<file path="src/rtl/lock_entry_controller.sv">
// -----------------------------------------------------------------------------
// lock_entry_controller
//
// Front-end sequencer between a raw 4-key keypad and the digitalLock core.
// It turns held key levels into single-cycle one-hot key pulses, aborts a
// partial entry that stalls for too long between digits, and counts
// consecutive failed codes, imposing a timed lockout during which every key
// is ignored.
//
// Ports:
//   clock          system clock
//   reset          asynchronous, active-low reset
//   key_raw[3:0]   synchronised keypad levels, 1 = pressed
//   lock_error     error level from the core, sampled RESULT_DELAY clocks
//                  after the last digit of a code
//   key_out[3:0]   one-hot, one-cycle key pulse to the core (0000 otherwise)
//   entry_abort    one-cycle pulse telling the core to drop a partial entry
//   lockout        high for the whole lockout period
//   attempts_left  MAX_ATTEMPTS minus the consecutive-failure count
//   digit_count    digits accepted in the current entry
//   busy           high while waiting for the result and during lockout
//
// All outputs come straight from registers.
// -----------------------------------------------------------------------------
module lock_entry_controller #(
    parameter int PASSCODE_LENGTH      = 3,
    parameter int ENTRY_TIMEOUT_CYCLES = 250000000,
    parameter int LOCKOUT_CYCLES       = 1500000000,
    parameter int MAX_ATTEMPTS         = 3,
    parameter int RESULT_DELAY         = 2
) (
    input  logic       clock,
    input  logic       reset,
    input  logic [3:0] key_raw,
    input  logic       lock_error,
    output logic [3:0] key_out,
    output logic       entry_abort,
    output logic       lockout,
    output logic [1:0] attempts_left,
    output logic [1:0] digit_count,
    output logic       busy
);

    // One shared timer serves the entry timeout, the result delay and the
    // lockout; it is sized for the longest of the three.
    localparam int TMAX_A  = (ENTRY_TIMEOUT_CYCLES > LOCKOUT_CYCLES) ?
                             ENTRY_TIMEOUT_CYCLES : LOCKOUT_CYCLES;
    localparam int TMAX    = (TMAX_A > RESULT_DELAY) ? TMAX_A : RESULT_DELAY;
    localparam int TIMER_W = (TMAX > 2) ? $clog2(TMAX) : 1;
    localparam int FAIL_W  = (MAX_ATTEMPTS > 1) ? $clog2(MAX_ATTEMPTS + 1) : 1;

    localparam logic [TIMER_W-1:0] ENTRY_LAST   = TIMER_W'(ENTRY_TIMEOUT_CYCLES - 1);
    localparam logic [TIMER_W-1:0] RESULT_LAST  = TIMER_W'(RESULT_DELAY - 1);
    localparam logic [TIMER_W-1:0] LOCKOUT_LAST = TIMER_W'(LOCKOUT_CYCLES - 1);
    localparam logic [FAIL_W-1:0]  FAIL_LAST    = FAIL_W'(MAX_ATTEMPTS - 1);
    localparam logic [1:0]         ATT_MAX      = 2'(MAX_ATTEMPTS);
    localparam logic [1:0]         LAST_DIGIT   = 2'(PASSCODE_LENGTH - 1);

    typedef enum logic [1:0] {
        ST_IDLE        = 2'd0,
        ST_ENTRY       = 2'd1,
        ST_WAIT_RESULT = 2'd2,
        ST_LOCKOUT     = 2'd3
    } state_t;

    // True when exactly one bit of v is set.
    function automatic logic is_one_hot(input logic [3:0] v);
        is_one_hot = (v != 4'b0000) && ((v & (v - 4'b0001)) == 4'b0000);
    endfunction

    state_t              state_r;
    logic [3:0]          prev_key_r;
    logic [TIMER_W-1:0]  timer_r;
    logic [FAIL_W-1:0]   fail_cnt_r;
    logic [3:0]          key_out_r;
    logic                entry_abort_r;
    logic                lockout_r;
    logic [1:0]          attempts_left_r;
    logic [1:0]          digit_count_r;
    logic                busy_r;
    logic                valid_press_s;

    // A press counts only on a clean edge from all-released to a single key;
    // prev_key_r tracks key_raw in every state, so a key held across a state
    // change (e.g. lockout exit) must be released before it is accepted.
    always_comb begin
        valid_press_s = 1'b0;
        if (is_one_hot(key_raw) && (prev_key_r == 4'b0000)) begin
            valid_press_s = 1'b1;
        end else begin
            valid_press_s = 1'b0;
        end
    end

    // Entry / result / lockout sequencer with registered outputs.
    always_ff @(posedge clock or negedge reset) begin
        if (!reset) begin
            state_r         <= ST_IDLE;
            prev_key_r      <= 4'b0000;
            timer_r         <= '0;
            fail_cnt_r      <= '0;
            key_out_r       <= 4'b0000;
            entry_abort_r   <= 1'b0;
            lockout_r       <= 1'b0;
            attempts_left_r <= ATT_MAX;
            digit_count_r   <= 2'd0;
            busy_r          <= 1'b0;
        end else begin
            prev_key_r    <= key_raw;
            key_out_r     <= 4'b0000;
            entry_abort_r <= 1'b0;

            case (state_r)
                ST_IDLE: begin
                    timer_r <= '0;
                    if (valid_press_s) begin
                        key_out_r     <= key_raw;
                        digit_count_r <= 2'd1;
                        if (PASSCODE_LENGTH == 1) begin
                            state_r <= ST_WAIT_RESULT;
                            busy_r  <= 1'b1;
                        end else begin
                            state_r <= ST_ENTRY;
                        end
                    end
                end

                ST_ENTRY: begin
                    // A press on the timeout cycle wins over the abort.
                    if (valid_press_s) begin
                        key_out_r     <= key_raw;
                        digit_count_r <= digit_count_r + 2'd1;
                        timer_r       <= '0;
                        if (digit_count_r == LAST_DIGIT) begin
                            state_r <= ST_WAIT_RESULT;
                            busy_r  <= 1'b1;
                        end
                    end else if (timer_r == ENTRY_LAST) begin
                        entry_abort_r <= 1'b1;
                        digit_count_r <= 2'd0;
                        timer_r       <= '0;
                        state_r       <= ST_IDLE;
                    end else begin
                        timer_r <= timer_r + 1'b1;
                    end
                end

                ST_WAIT_RESULT: begin
                    if (timer_r == RESULT_LAST) begin
                        timer_r       <= '0;
                        digit_count_r <= 2'd0;
                        if (lock_error) begin
                            // Lockout is entered on reaching the limit, so
                            // the count can never pass MAX_ATTEMPTS.
                            if (fail_cnt_r >= FAIL_LAST) begin
                                fail_cnt_r      <= FAIL_W'(MAX_ATTEMPTS);
                                attempts_left_r <= 2'd0;
                                lockout_r       <= 1'b1;
                                state_r         <= ST_LOCKOUT;
                            end else begin
                                fail_cnt_r      <= fail_cnt_r + 1'b1;
                                attempts_left_r <= attempts_left_r - 2'd1;
                                busy_r          <= 1'b0;
                                state_r         <= ST_IDLE;
                            end
                        end else begin
                            fail_cnt_r      <= '0;
                            attempts_left_r <= ATT_MAX;
                            busy_r          <= 1'b0;
                            state_r         <= ST_IDLE;
                        end
                    end else begin
                        timer_r <= timer_r + 1'b1;
                    end
                end

                ST_LOCKOUT: begin
                    if (timer_r == LOCKOUT_LAST) begin
                        timer_r         <= '0;
                        fail_cnt_r      <= '0;
                        attempts_left_r <= ATT_MAX;
                        lockout_r       <= 1'b0;
                        busy_r          <= 1'b0;
                        state_r         <= ST_IDLE;
                    end else begin
                        timer_r <= timer_r + 1'b1;
                    end
                end

                default: begin
                    state_r       <= ST_IDLE;
                    timer_r       <= '0;
                    digit_count_r <= 2'd0;
                    lockout_r     <= 1'b0;
                    busy_r        <= 1'b0;
                end
            endcase
        end
    end

    assign key_out       = key_out_r;
    assign entry_abort   = entry_abort_r;
    assign lockout       = lockout_r;
    assign attempts_left = attempts_left_r;
    assign digit_count   = digit_count_r;
    assign busy          = busy_r;

endmodule

</file>
<file path="config.mk">
export PLATFORM = sky130hd
export DESIGN_NAME = lock_entry_controller
export DESIGN_NICKNAME = d
export VERILOG_FILES = /design/src/rtl/lock_entry_controller.sv
export SDC_FILE = /design/constraint.sdc
export NUM_CORES = 1
export LEC_CHECK = 0
export ABC_AREA = 0
export CAP_MARGIN = 30
export CORE_MARGIN = 2
export CORE_UTILIZATION = 45
export CTS_CLUSTER_DIAMETER = 40
export DETAILED_ROUTE_END_ITERATION = 12
export GPL_ROUTABILITY_DRIVEN = 0
export PLACE_DENSITY = 0.62
export SYNTH_ARGS = -nofsm -noshare
export SYNTH_HDL_FRONTEND = slang
export SYNTH_SLANG_ARGS = --single-unit
</file>
<file path="constraint.sdc">
create_clock -name clock -period 2.8 [get_ports clock]
set_input_delay 0.42 -clock clock [delete_from_list [all_inputs] [get_ports clock]]
set_output_delay 0.42 -clock clock [all_outputs]
set_load 0.03 [all_outputs]
</file>
# Word level (Yosys, flattened, before mapping)
# Index checks and enable logic that the tools add are counted.
# totals
reg_bits	50
input_bits	7
out_inout_bits	11
wordCells	92
# classes
n_addsub	5
n_lt_le_gt_ge	1
n_eq_ne	17
n_mux	43
bitwise_logic	1
n_reduce_logical	15
# op_table
op	n
31-bit 2-to-1 mux	4
31-bit case mux with 4 select lines	1
2-bit 2-to-1 mux	17
31-bit by 1-bit adder with 31-bit output, second input constant	1
31-bit by 1-bit == test with 1-bit output, second input constant	1
31-bit by 28-bit == test with 1-bit output, second input constant	1
31-bit == test, second input constant	1
2-bit inequality test, second input constant	7
1-bit 2-to-1 mux	13
5-bit AND reduction	2
3-bit inequality test, second input constant	3
4-bit logical NOT	2
4-bit 2-to-1 mux	2
2-bit case mux with 2 select lines	2
2-bit case mux with 4 select lines	1
2-bit == test, second input constant	3
2-bit case mux with 3 select lines	1
6-bit AND reduction	1
3-bit nonzero test	2
2-bit by 1-bit adder with 2-bit output, second input constant	2
4-bit AND	1
4-bit AND reduction	1
4-bit nonzero test	1
4-bit by 1-bit subtractor with 4-bit output, second input constant	1
10 further kinds	11

# Depth between registers and ports, before layout
# Gate-level depths: netlist of run 1.
# logic_depth
word_depth	8
depth_mapped	9
mapped_depth_nobuf	8

# Worst setup path before layout of run 1
# Ideal clock, no wire load.
# synth_timing
kind	flip-flop to flip-flop
startpoint	register timer_r[0]
endpoint	register state_r[1]
setup_ps	128
arrival_ps	2023
t_required_ps	2672
setup_slack_ps	649
stages_incl_launch_ff	8
path_buffers	0
period_less_slack_ps	2151
cell_sequence	dfrtp_1 -> ha_1 -> and4_1 -> nand4_1 -> nor4_2 -> nor3b_2 -> nor4_4 -> mux2_1
# synth_between
elab_chain_cells	3
word_cells_on_any_way	7
cone_classes	eq/ne: 6; reduce/logical: 1
# synth_lines
element	line	text
from (decl)	73	logic [TIMER_W-1:0] timer_r;
from (signal assigned)	144	timer_r <= timer_r + 1'b1;
from (signal assigned)	173	timer_r <= timer_r + 1'b1;
from (signal assigned)	186	timer_r <= timer_r + 1'b1;
31-bit by 28-bit == test with 1-bit output (tied with other cells)	138	end else if (timer_r == ENTRY_LAST) begin
3-bit inequality test (no line) or 2-bit inequality test (tied branches)	--	
5-bit AND reduction (no line) *	--	
to (signal assigned)	135	state_r <= ST_WAIT_RESULT;
to (signal assigned)	142	state_r <= ST_IDLE;
to (signal assigned)	159	state_r <= ST_LOCKOUT;
to (decl)	71	state_t state_r;
# Every way passes the cells marked *; elsewhere a longest branch is shown, timed or not.
# A chain may end at the register's enable or synchronous reset.

# Final worst setup path of run 1
# Ends and elaborated chain as after synthesis.

==> results of run 1 <==
## state kept, by name (all words and copies together) (netlist names)
register	flops
timer_r	31
state_r	2
prev_key_r	4
fail_cnt_r	2
busy	1
digit_count	2
lockout	1
key_out	4
attempts_left	2
entry_abort	1
## worst max-delay path, stage by stage (launching register included)
cell and delay [ns]:
dfrtp_1 0.40, ha_1 0.24, and4_1 0.27, nand4_1 0.20, nor4_2 0.43, nor3b_2 0.15
nor4_4 0.33, mux2_1 0.35
## metal layers
metal	wire length, um	GRT usage, %	share of wire [%]
met5	0	0	0
met4	63	5.08	1.2
met2	2390	28.9	47
met1	2560	24.8	50
met3	120	3.67	2.3
## cell usage after synthesis, types with 2 or more instances
library cell,number
mux2_1,3
dfrtp_1,48
ha_1,9
a21oi_1,2
dfstp_2,2
nor2_1,45
and3_1,3
nand3_1,15
nand4_1,10
nor2b_1,3
or4_1,4
nor3b_1,3
nor3_1,9
xnor2_1,14
nor4_4,2
a31oi_1,2
xor2_1,15
nand2_1,20
buf_2,4
nand4b_1,2
or3_1,4
mux2i_1,2
nor4_1,6
inv_1,11
and2_1,7
nor3_2,2
o21ai_0,7
## metrics by stage
step	power, uW	setup slack [ns]	instances	utilization [%]	area [um2]
floorplan	1210	0.649	272	-	2660
global placement	1390	0.212	360	52.1	2920
detailed placement	1390	0.175	360	52.1	2920
CTS	1830	0.291	368	53.7	3010
global route	1920	0.181	368	53.7	3010
finish	1790	0.314	368	53.7	3010
## logic make-up after synthesis
group           count (synthesis)
compound gates                 19
fa+ha+maj                       9
xor+xnor                       29
mux                             6
flops                          50
simple gates                  143
buf+inv                        16
## layout make-up
type | count | area [um2] | share of cell area [%]
Multi-Input combinational cell | 206 | 1340 | 44.5
Tap cell | 72 | 90.1 | 2.99
Sequential cell | 50 | 1250 | 41.6
Clock buffer | 7 | 86.3 | 2.87
Inverter | 11 | 41.3 | 1.37
Clock inverter | 1 | 5.00 | 0.166
Timing Repair Buffer | 21 | 195 | 6.48
## power by group through the flow
| stage | Clock (uW) | Combinational, uW | Sequential, uW |
|---|---|---|---|
| 2_1_floorplan | 0 | 322 | 892 |
| 3_3_place_gp | 0 | 532 | 854 |
| 3_5_place_dp | 0 | 531 | 855 |
| 4_1_cts | 451 | 534 | 841 |
| 5_1_grt | 481 | 584 | 851 |
| 6_report | 430 | 525 | 839 |
## worst min path at each step
stage               cells past startpoint  slack [ns]              to          start
floorplan                               0        0.12            busy          reset
global placement                        2        0.47   fail_cnt_r[0]  fail_cnt_r[0]
detailed placement                      2        0.48   fail_cnt_r[0]  fail_cnt_r[0]
CTS                                     2        0.24  digit_count[1]          reset
global route                            2        0.28      key_out[1]          reset
finish                                  2        0.21  digit_count[1]          reset
==> flow_summary.rst, run 1 <==
.. list-table::
   :header-rows: 1

   * - Metric
     - Value
   * - Unique cell type count in the Yosys netlist
     - 45
   * - Min cycle time layout
     - 2.49 ns
   * - Top post-synthesis cells by area
     - dfrtp_1, nor2_1, xor2_1, xnor2_1, ha_1
   * - Proportion of register bits with asynchronous set or reset after synthesis
     - 100%
   * - Area Growth Syn to Fin
     - 13.4%
   * - Post-Synthesis Net Count
     - 288
   * - First element of the critical path
     - timer_r[0]
   * - Largest family of logic cells by synthesized area
     - simple AND/OR/NAND/NOR gates
   * - HP Class
     - primary input to asynchronous set/reset pin
   * - Number of pins with negative max-slew slack in the final report
     - 0
   * - Sequential cell area fraction in the yosys report
     - 47.2%
   * - Aggregate global-route resource usage
     - 18.0%
   * - Normalized max-slew margin
     - 58.4%
   * - Starting DRC count in detailed routing
     - 70
   * - Vias/cell
     - 5.37
   * - Reg2reg path depth
     - 7
   * - Via Count
     - 1,975
   * - Transition time at the pin with the least slew margin
     - 0.623 ns
   * - Largest buffer count on any clock path
     - 2
   * - Summed instance area of the synthesized netlist
     - 2660 um2
   * - Clock tree from TritonCTS
     - done
   * - Post-route fraction of the period consumed by the critical path
     - 88.8%
   * - Routed wire length per instance
     - 14.0 um
   * - Number of design rule violations left after detail routing
     - 0
   * - Power per standard cell area
     - 596 nW/um2
   * - Synthesized-area fraction occupied by and/or/nand/nor cells
     - 29.4%
   * - Capture point of the critical path
     - state_r[1]
   * - Fraction of power spent switching nets
     - 33.6%
   * - Minimum hold slack
     - 0.211 ns
   * - Most common cell after layout, fill and taps aside
     - dfrtp_1
   * - Warnings, synthesis
     - 0
   * - Number of clock sinks seen by CTS
     - 50
   * - Post-synthesis cell count
     - 272
   * - Leak
     - 0.00122 uW
   * - Worst setup EP type
     - register
   * - H-tree levels
     - 2
   * - Layout Nets
     - 311
   * - Post-synthesis adder-cell area fraction
     - 4.24%
   * - Post-CTS Hold Buffers
     - 0
   * - Post-CTS sizing
     - 0
   * - Number of rows in the core area
     - 27
   * - Avg Cell Area, Syn
     - 9.77 um2
   * - Port Buffers
     - 17
   * - Largest net degree at the start of global routing
     - 51
   * - Internal cell power
     - 1190 uW
   * - Placeable Area
     - 5610 um2
   * - Startpoint of the lowest-slack register-to-register path
     - timer_r[0]
   * - Highest clock frequency the design can meet
     - 402 MHz
   * - Aggregate negative setup slack
     - 0 ns
   * - Final-report setup violation count
     - 0
   * - Combinational fraction of design power
     - 29.3%
   * - Arrival time at the worst endpoint
     - 2.67 ns
   * - Via count of the first global-routing pass
     - 1,935
   * - Clock transition at the registers of the reported paths
     - 0.09 ns
   * - Layout Skew
     - 0.00388 ns
   * - GR Overflow Total
     - 0
   * - Total length of routed wires
     - 5.14 mm
   * - Classification of the worst setup path
     - register to register
   * - Peak supply drop
     - 418 uV
   * - Worst-skew pair later-pin latency
     - 0.30 ns
   * - Hold Fails Final Rpt
     - 0
   * - Number of synthesized register bits
     - 50
   * - # Post-CTS Setup Buffers
     - 0
   * - Antenna violations before repair
     - 0
   * - Part of the power in the clock network
     - 24.0%
   * - Sequential share of power
     - 46.8%
   * - Number of enable flip-flop cells after synthesis
     - 0
   * - Total inserted antenna cells
     - 0
   * - Commonest non-fill, non-tap cells in the layout
     - dfrtp_1, nor2_1, nand2_1, clkdlybuf4s50_1
   * - Buffer type at the clock tree root
     - clkbuf_8
   * - Worst R2R End
     - state_r[1]
   * - Cell taking the most area after synthesis
     - dfrtp_1
   * - Element type at the critical path start
     - register
   * - Area share of the largest cell type after synthesis
     - 45.2%
   * - Reported max-cap violation count
     - 0
   * - Number of inserted filler cells in the final layout
     - 561
   * - DIE AREA
     - 6530 um2
   * - Die extent in y
     - 80.8 um
   * - Initial cell density of the core
     - 47.4%
   * - Wire length of the first global-routing pass
     - 9.15 mm
   * - Chip Width
     - 80.8 um
   * - Number of clock buffers inserted by TritonCTS
     - 5
   * - Compound-gate portion of the synthesized area
     - 4.66%
   * - Antenna-violating nets left
     - 0
   * - DP Wirelength
     - 3.66 mm
   * - Parity-gate share of the synthesized area counting xor and xnor cells
     - 9.56%
   * - RSZ-0062 raised after global routing
     - no
   * - Flop-to-flop setup slack
     - 0.31 ns
   * - Required time reported for the critical path endpoint
     - 2.99 ns
   * - Fraction of layout cells with a size suffix above 1
     - 8.45%
   * - Share of cell area taken by muxes after synthesis
     - 2.45%
   * - Sw Pwr
     - 604 uW
   * - Crit-path max FO
     - 4
   * - Top-level port count
     - 18
   * - Status
     - finished clean
   * - Commonest register cell after synthesis
     - dfrtp_1
   * - Total iterations of the first detailed-routing run
     - 4
Power figures use the tool's default switching activity.
==> run 2, diff against run 1 <==
- CORE_UTILIZATION: 45 -> 58
- PLACE_DENSITY: 0.62 -> 0.77
==> flow_summary.rst, run 2 (synthesis results as in run 1) <==
.. list-table::
   :header-rows: 1

   * - Metric
     - Value
   * - Status
     - finished clean
   * - Clock transition at the registers of the reported paths
     - 0.10 ns
   * - Number of inserted filler cells in the final layout
     - 351
   * - HP Class
     - primary input to asynchronous set/reset pin
   * - Final-report setup violation count
     - 0
   * - Post-route fraction of the period consumed by the critical path
     - 88.4%
   * - DIE AREA
     - 5140 um2
   * - Worst path slowest cell
     - dfrtp_1
   * - Power per standard cell area
     - 653 nW/um2
   * - RSZ-0062 raised after global routing
     - no
   * - Largest register FFs
     - 31
   * - Placeable Area
     - 4380 um2
   * - Arrival time at the worst endpoint
     - 2.67 ns
   * - Commonest non-fill, non-tap cells in the layout
     - dfrtp_1, nor2_1, nand2_1, clkdlybuf4s50_1
   * - Crit-path max FO
     - 5
   * - # Post-CTS Setup Buffers
     - 0
   * - Post-CTS sizing
     - 0
   * - Leak
     - 0.00124 uW
   * - Via count of the first global-routing pass
     - 1,997
   * - Number of design rule violations left after detail routing
     - 0
   * - Element type at the critical path start
     - register
   * - Fraction of layout cells with a size suffix above 1
     - 8.78%
   * - Port Buffers
     - 17
   * - Number of clock buffers inserted by TritonCTS
     - 5
   * - Starting DRC count in detailed routing
     - 138
   * - Total length of routed wires
     - 5.19 mm
   * - Antenna violations before repair
     - 0
   * - Antenna-violating nets left
     - 0
   * - Peak supply drop
     - 441 uV
   * - Chip Width
     - 71.7 um
   * - Aggregate global-route resource usage
     - 23.1%
   * - Via Count
     - 1,974
   * - Routed wire length per instance
     - 14.9 um
   * - Number of buffer and inverter stages on the critical path
     - 1
   * - Number of pins with negative max-slew slack in the final report
     - 0
   * - Normalized max-slew margin
     - 63.5%
   * - Worst setup EP type
     - register
   * - Met1 Track Usage GR
     - 30.4%
   * - Number of clock sinks seen by CTS
     - 50
   * - Die extent in y
     - 71.7 um
   * - Cell-by-cell listing of the critical path
     - inv_1 > ha_1 > nor3b_1 > nand4_1 > o31ai_2 > o21ai_1 > nor4_4 > mux2_1
   * - GRT met2 Usage
     - 39.0%
   * - Transition time at the pin with the least slew margin
     - 0.547 ns
   * - H-tree levels
     - 2
   * - Classification of the worst setup path
     - register to register
   * - Most common cell after layout, fill and taps aside
     - dfrtp_1
   * - Standard cell area after detailed placement
     - 2910 um2
   * - Number of rows in the core area
     - 24
   * - GR Overflow Total
     - 0
   * - Top-level port count
     - 18
   * - DP Wirelength
     - 3.71 mm
   * - Number of instances in the placed design
     - 340
   * - Wire length of the first global-routing pass
     - 9.32 mm
   * - Largest register by flop count
     - timer_r
   * - Vias/cell
     - 5.67
   * - Layout Skew
     - 0.00809 ns
   * - Cell family contributing the most delay on the critical path
     - simple AND/OR/NAND/NOR gates
   * - Crit-path max cell delay
     - 0.41 ns
   * - Aggregate negative setup slack
     - 0 ns
   * - Most Crowded Layer GR
     - met2
   * - Required time reported for the critical path endpoint
     - 3.00 ns
   * - Initial cell density of the core
     - 60.6%
   * - Buffer type at the clock tree root
     - clkbuf_8
   * - Largest buffer count on any clock path
     - 2
   * - Met3 Resource Use GR
     - 4.50%
   * - Non-filler instance count after layout
     - 348
   * - Post-Layout Inst Area
     - 3050 um2
   * - Post-CTS Hold Buffers
     - 0
   * - Hold Fails Final Rpt
     - 0
   * - Highest clock frequency the design can meet
     - 404 MHz
   * - Worst-skew pair later-pin latency
     - 0.31 ns
   * - Layout Nets
     - 311
   * - Area Growth Syn to Fin
     - 14.7%
   * - Reported max-cap violation count
     - 0
   * - Largest net degree at the start of global routing
     - 31
   * - Clock tree from TritonCTS
     - done
   * - Min cycle time layout
     - 2.47 ns
   * - Total inserted antenna cells
     - 0
   * - Post-route core utilization
     - 69.5%
   * - Total iterations of the first detailed-routing run
     - 4
## run 2: worst paths after layout
path                       slack, ns             to     startpoint  depth (start not counted)
min in group clock              0.50  fail_cnt_r[0]  fail_cnt_r[0]                          2
setup reg to reg                0.33     state_r[1]     timer_r[1]                          8
setup / recovery                0.33     state_r[1]     timer_r[1]                          8
hold reg to reg                 0.50  fail_cnt_r[0]  fail_cnt_r[0]                          2
hold / removal                  0.08     key_out[3]          reset                          1
max in group asynchronous       1.96    timer_r[22]          reset                          2
## run 2: report_power, final
group / internal, uW / switching [uW] / total, uW
Clock: 358 / 247 / 605
Sequential: 787 / 54.5 / 841
Combinational: 224 / 321 / 545
Total: 1370 / 622 / 1990
## run 2: layer usage
metal	routed length, um	vias up
met2	2590	40
met5	0	-
met1	2370	941
li1	-	987
met3	169	6
met4	55	0
## run 2: per-stage QoR
step	total power [uW]	hold WS [ns]	setup WS [ns]
4_1_cts	2010	0.0885	0.295
3_3_place_gp	1400	0.420	0.252
2_1_floorplan	1210	0.124	0.649
5_1_grt	2100	0.121	0.120
3_5_place_dp	1410	0.428	0.175
6_report	1990	0.0827	0.326
## run 2: area by class of cell
class,count,area [um2],area share [%]
well taps,52,65.1,2.14
clock inverters,3,68.8,2.26
inverters,11,41.3,1.36
multi-input cells,206,1340,44.0
flip-flops and latches,50,1250,41.1
clock buffers,5,68.8,2.26
repair buffers,21,208,6.82
==> run 3, diff against run 2 <==
- GPL_TIMING_DRIVEN: unset -> 0
==> flow_summary.rst, run 3 (synthesis results as in run 1) <==
.. list-table::
   :header-rows: 1

   * - Metric
     - Value
   * - Largest register by flop count
     - timer_r
   * - Layout Skew
     - 0.0118 ns
   * - GR Overflow Total
     - 0
   * - Chip Width
     - 71.7 um
   * - Top-level port count
     - 18
   * - Port Buffers
     - 17
   * - Antenna-violating nets left
     - 0
   * - Total inserted antenna cells
     - 0
   * - Element type at the critical path start
     - register
   * - Classification of the worst setup path
     - register to register
   * - Number of rows in the core area
     - 24
   * - Worst-skew pair later-pin latency
     - 0.31 ns
   * - Antenna violations before repair
     - 0
   * - Highest clock frequency the design can meet
     - 406 MHz
   * - Total power of the final layout
     - 1890 uW
   * - Transition time at the pin with the least slew margin
     - 0.686 ns
   * - Worst path slowest cell
     - dfrtp_1
   * - Reported max-cap violation count
     - 0
   * - Status
     - finished clean
   * - Post-CTS sizing
     - 0
   * - Power per standard cell area
     - 626 nW/um2
   * - Arrival time at the worst endpoint
     - 2.65 ns
   * - Largest register FFs
     - 31
   * - Crit-path max cell delay
     - 0.41 ns
   * - Most common cell after layout, fill and taps aside
     - dfrtp_1
   * - Normalized max-slew margin
     - 54.1%
   * - Post-CTS Hold Buffers
     - 0
   * - H-tree levels
     - 2
   * - Min cycle time layout
     - 2.46 ns
   * - Vias/cell
     - 5.65
   * - Buffer type at the clock tree root
     - clkbuf_8
   * - HP Class
     - primary input to asynchronous set/reset pin
   * - # Post-CTS Setup Buffers
     - 0
   * - Total iterations of the first detailed-routing run
     - 4
   * - Number of clock buffers inserted by TritonCTS
     - 5
   * - Peak supply drop
     - 436 uV
   * - Aggregate negative setup slack
     - 0 ns
   * - Layout Nets
     - 313
   * - Cell-by-cell listing of the critical path
     - ha_1 > and4_1 > nand4_1 > nor4_2 > nor3b_2 > nor4_4 > mux2_1
   * - Number of clock sinks seen by CTS
     - 50
   * - Aggregate global-route resource usage
     - 22.8%
   * - Cell family contributing the most delay on the critical path
     - simple AND/OR/NAND/NOR gates
   * - Routed wire length per instance
     - 14.8 um
   * - Wire length of the first global-routing pass
     - 9.19 mm
   * - RSZ-0062 raised after global routing
     - no
   * - Number of inserted filler cells in the final layout
     - 354
   * - Flop-to-flop setup slack
     - 0.34 ns
   * - Post-route fraction of the period consumed by the critical path
     - 88.0%
   * - Via count of the first global-routing pass
     - 1,905
   * - Final-report setup violation count
     - 0
   * - Number of design rule violations left after detail routing
     - 0
   * - Minimum hold slack
     - 0.0431 ns
   * - Via Count
     - 1,979
   * - Clock transition at the registers of the reported paths
     - 0.10 ns
   * - Initial cell density of the core
     - 60.6%
   * - Die extent in y
     - 71.7 um
   * - Placeable Area
     - 4380 um2
   * - Clock tree from TritonCTS
     - done
   * - DP Wirelength
     - 3.66 mm
   * - Commonest non-fill, non-tap cells in the layout
     - dfrtp_1, nor2_1, nand2_1, clkdlybuf4s50_1
   * - Area Growth Syn to Fin
     - 13.7%
   * - Post-route core utilization
     - 68.9%
   * - Fraction of layout cells with a size suffix above 1
     - 8.72%
   * - Worst setup EP type
     - register
   * - Number of buffer and inverter stages on the critical path
     - 0
   * - DIE AREA
     - 5140 um2
   * - Total length of routed wires
     - 5.18 mm
   * - Leak
     - 0.00122 uW
   * - Largest net degree at the start of global routing
     - 33
   * - Largest buffer count on any clock path
     - 2
   * - Crit-path max FO
     - 4
   * - Hold Fails Final Rpt
     - 0
   * - Number of pins with negative max-slew slack in the final report
     - 0
   * - Starting DRC count in detailed routing
     - 91
   * - Required time reported for the critical path endpoint
     - 2.98 ns
[run 3: cell types whose count changed in the layout (fill, tap and decap cells not counted), sizes merged]
| cell | delta |
|---|---|
| clkbuf | +1 |
| clkinv | -1 |
| bufinv | -1 |
| buf | +1 |
| clkinvlp | +2 |
[run 3: stage by stage]
step	setup WS (ns)	std cells	cell area, um2
floorplan	0.649	272	2660
global placement	-0.0817	341	2890
detailed placement	0.157	342	2910
CTS	0.294	350	3020
global route	0.187	350	3020
finish	0.336	350	3020
[run 3: area by class of cell]
cell class / count / area (um2) / share of cell area [%]
Buffer: 5 / 23.8 / 0.787
Clock buffer: 5 / 68.8 / 2.28
Clock inverter: 3 / 45.0 / 1.49
Inverter: 11 / 41.3 / 1.37
Multi-Input combinational cell: 206 / 1340 / 44.3
Sequential cell: 50 / 1250 / 41.5
Tap cell: 52 / 65.1 / 2.15
Timing Repair Buffer: 18 / 185 / 6.13
[run 3: report_power, final]
part	switching [uW]	internal, uW
combinational	329	208
sequential	54.8	787
clock	246	266
total	630	1260
[run 3: worst paths after layout]
path | from | endpoint | cells after the start
setup / recovery | timer_r[0] | state_r[1] | 7
hold / removal | reset | digit_count[1] | 1
setup reg to reg | timer_r[0] | state_r[1] | 7
hold reg to reg | fail_cnt_r[0] | fail_cnt_r[0] | 2
max in group asynchronous | reset | timer_r[10] | 2
min in group clock | fail_cnt_r[0] | fail_cnt_r[0] | 2
[run 3: layer usage]
layer | wire length (um) | track usage [%] | vias up
met2 | 2600 | 38.8 | 34
met4 | 42 | 6.08 | 0
li1 | - | - | 994
met3 | 165 | 4.22 | 4
met1 | 2370 | 30.3 | 947
met5 | 0 | 0 | -
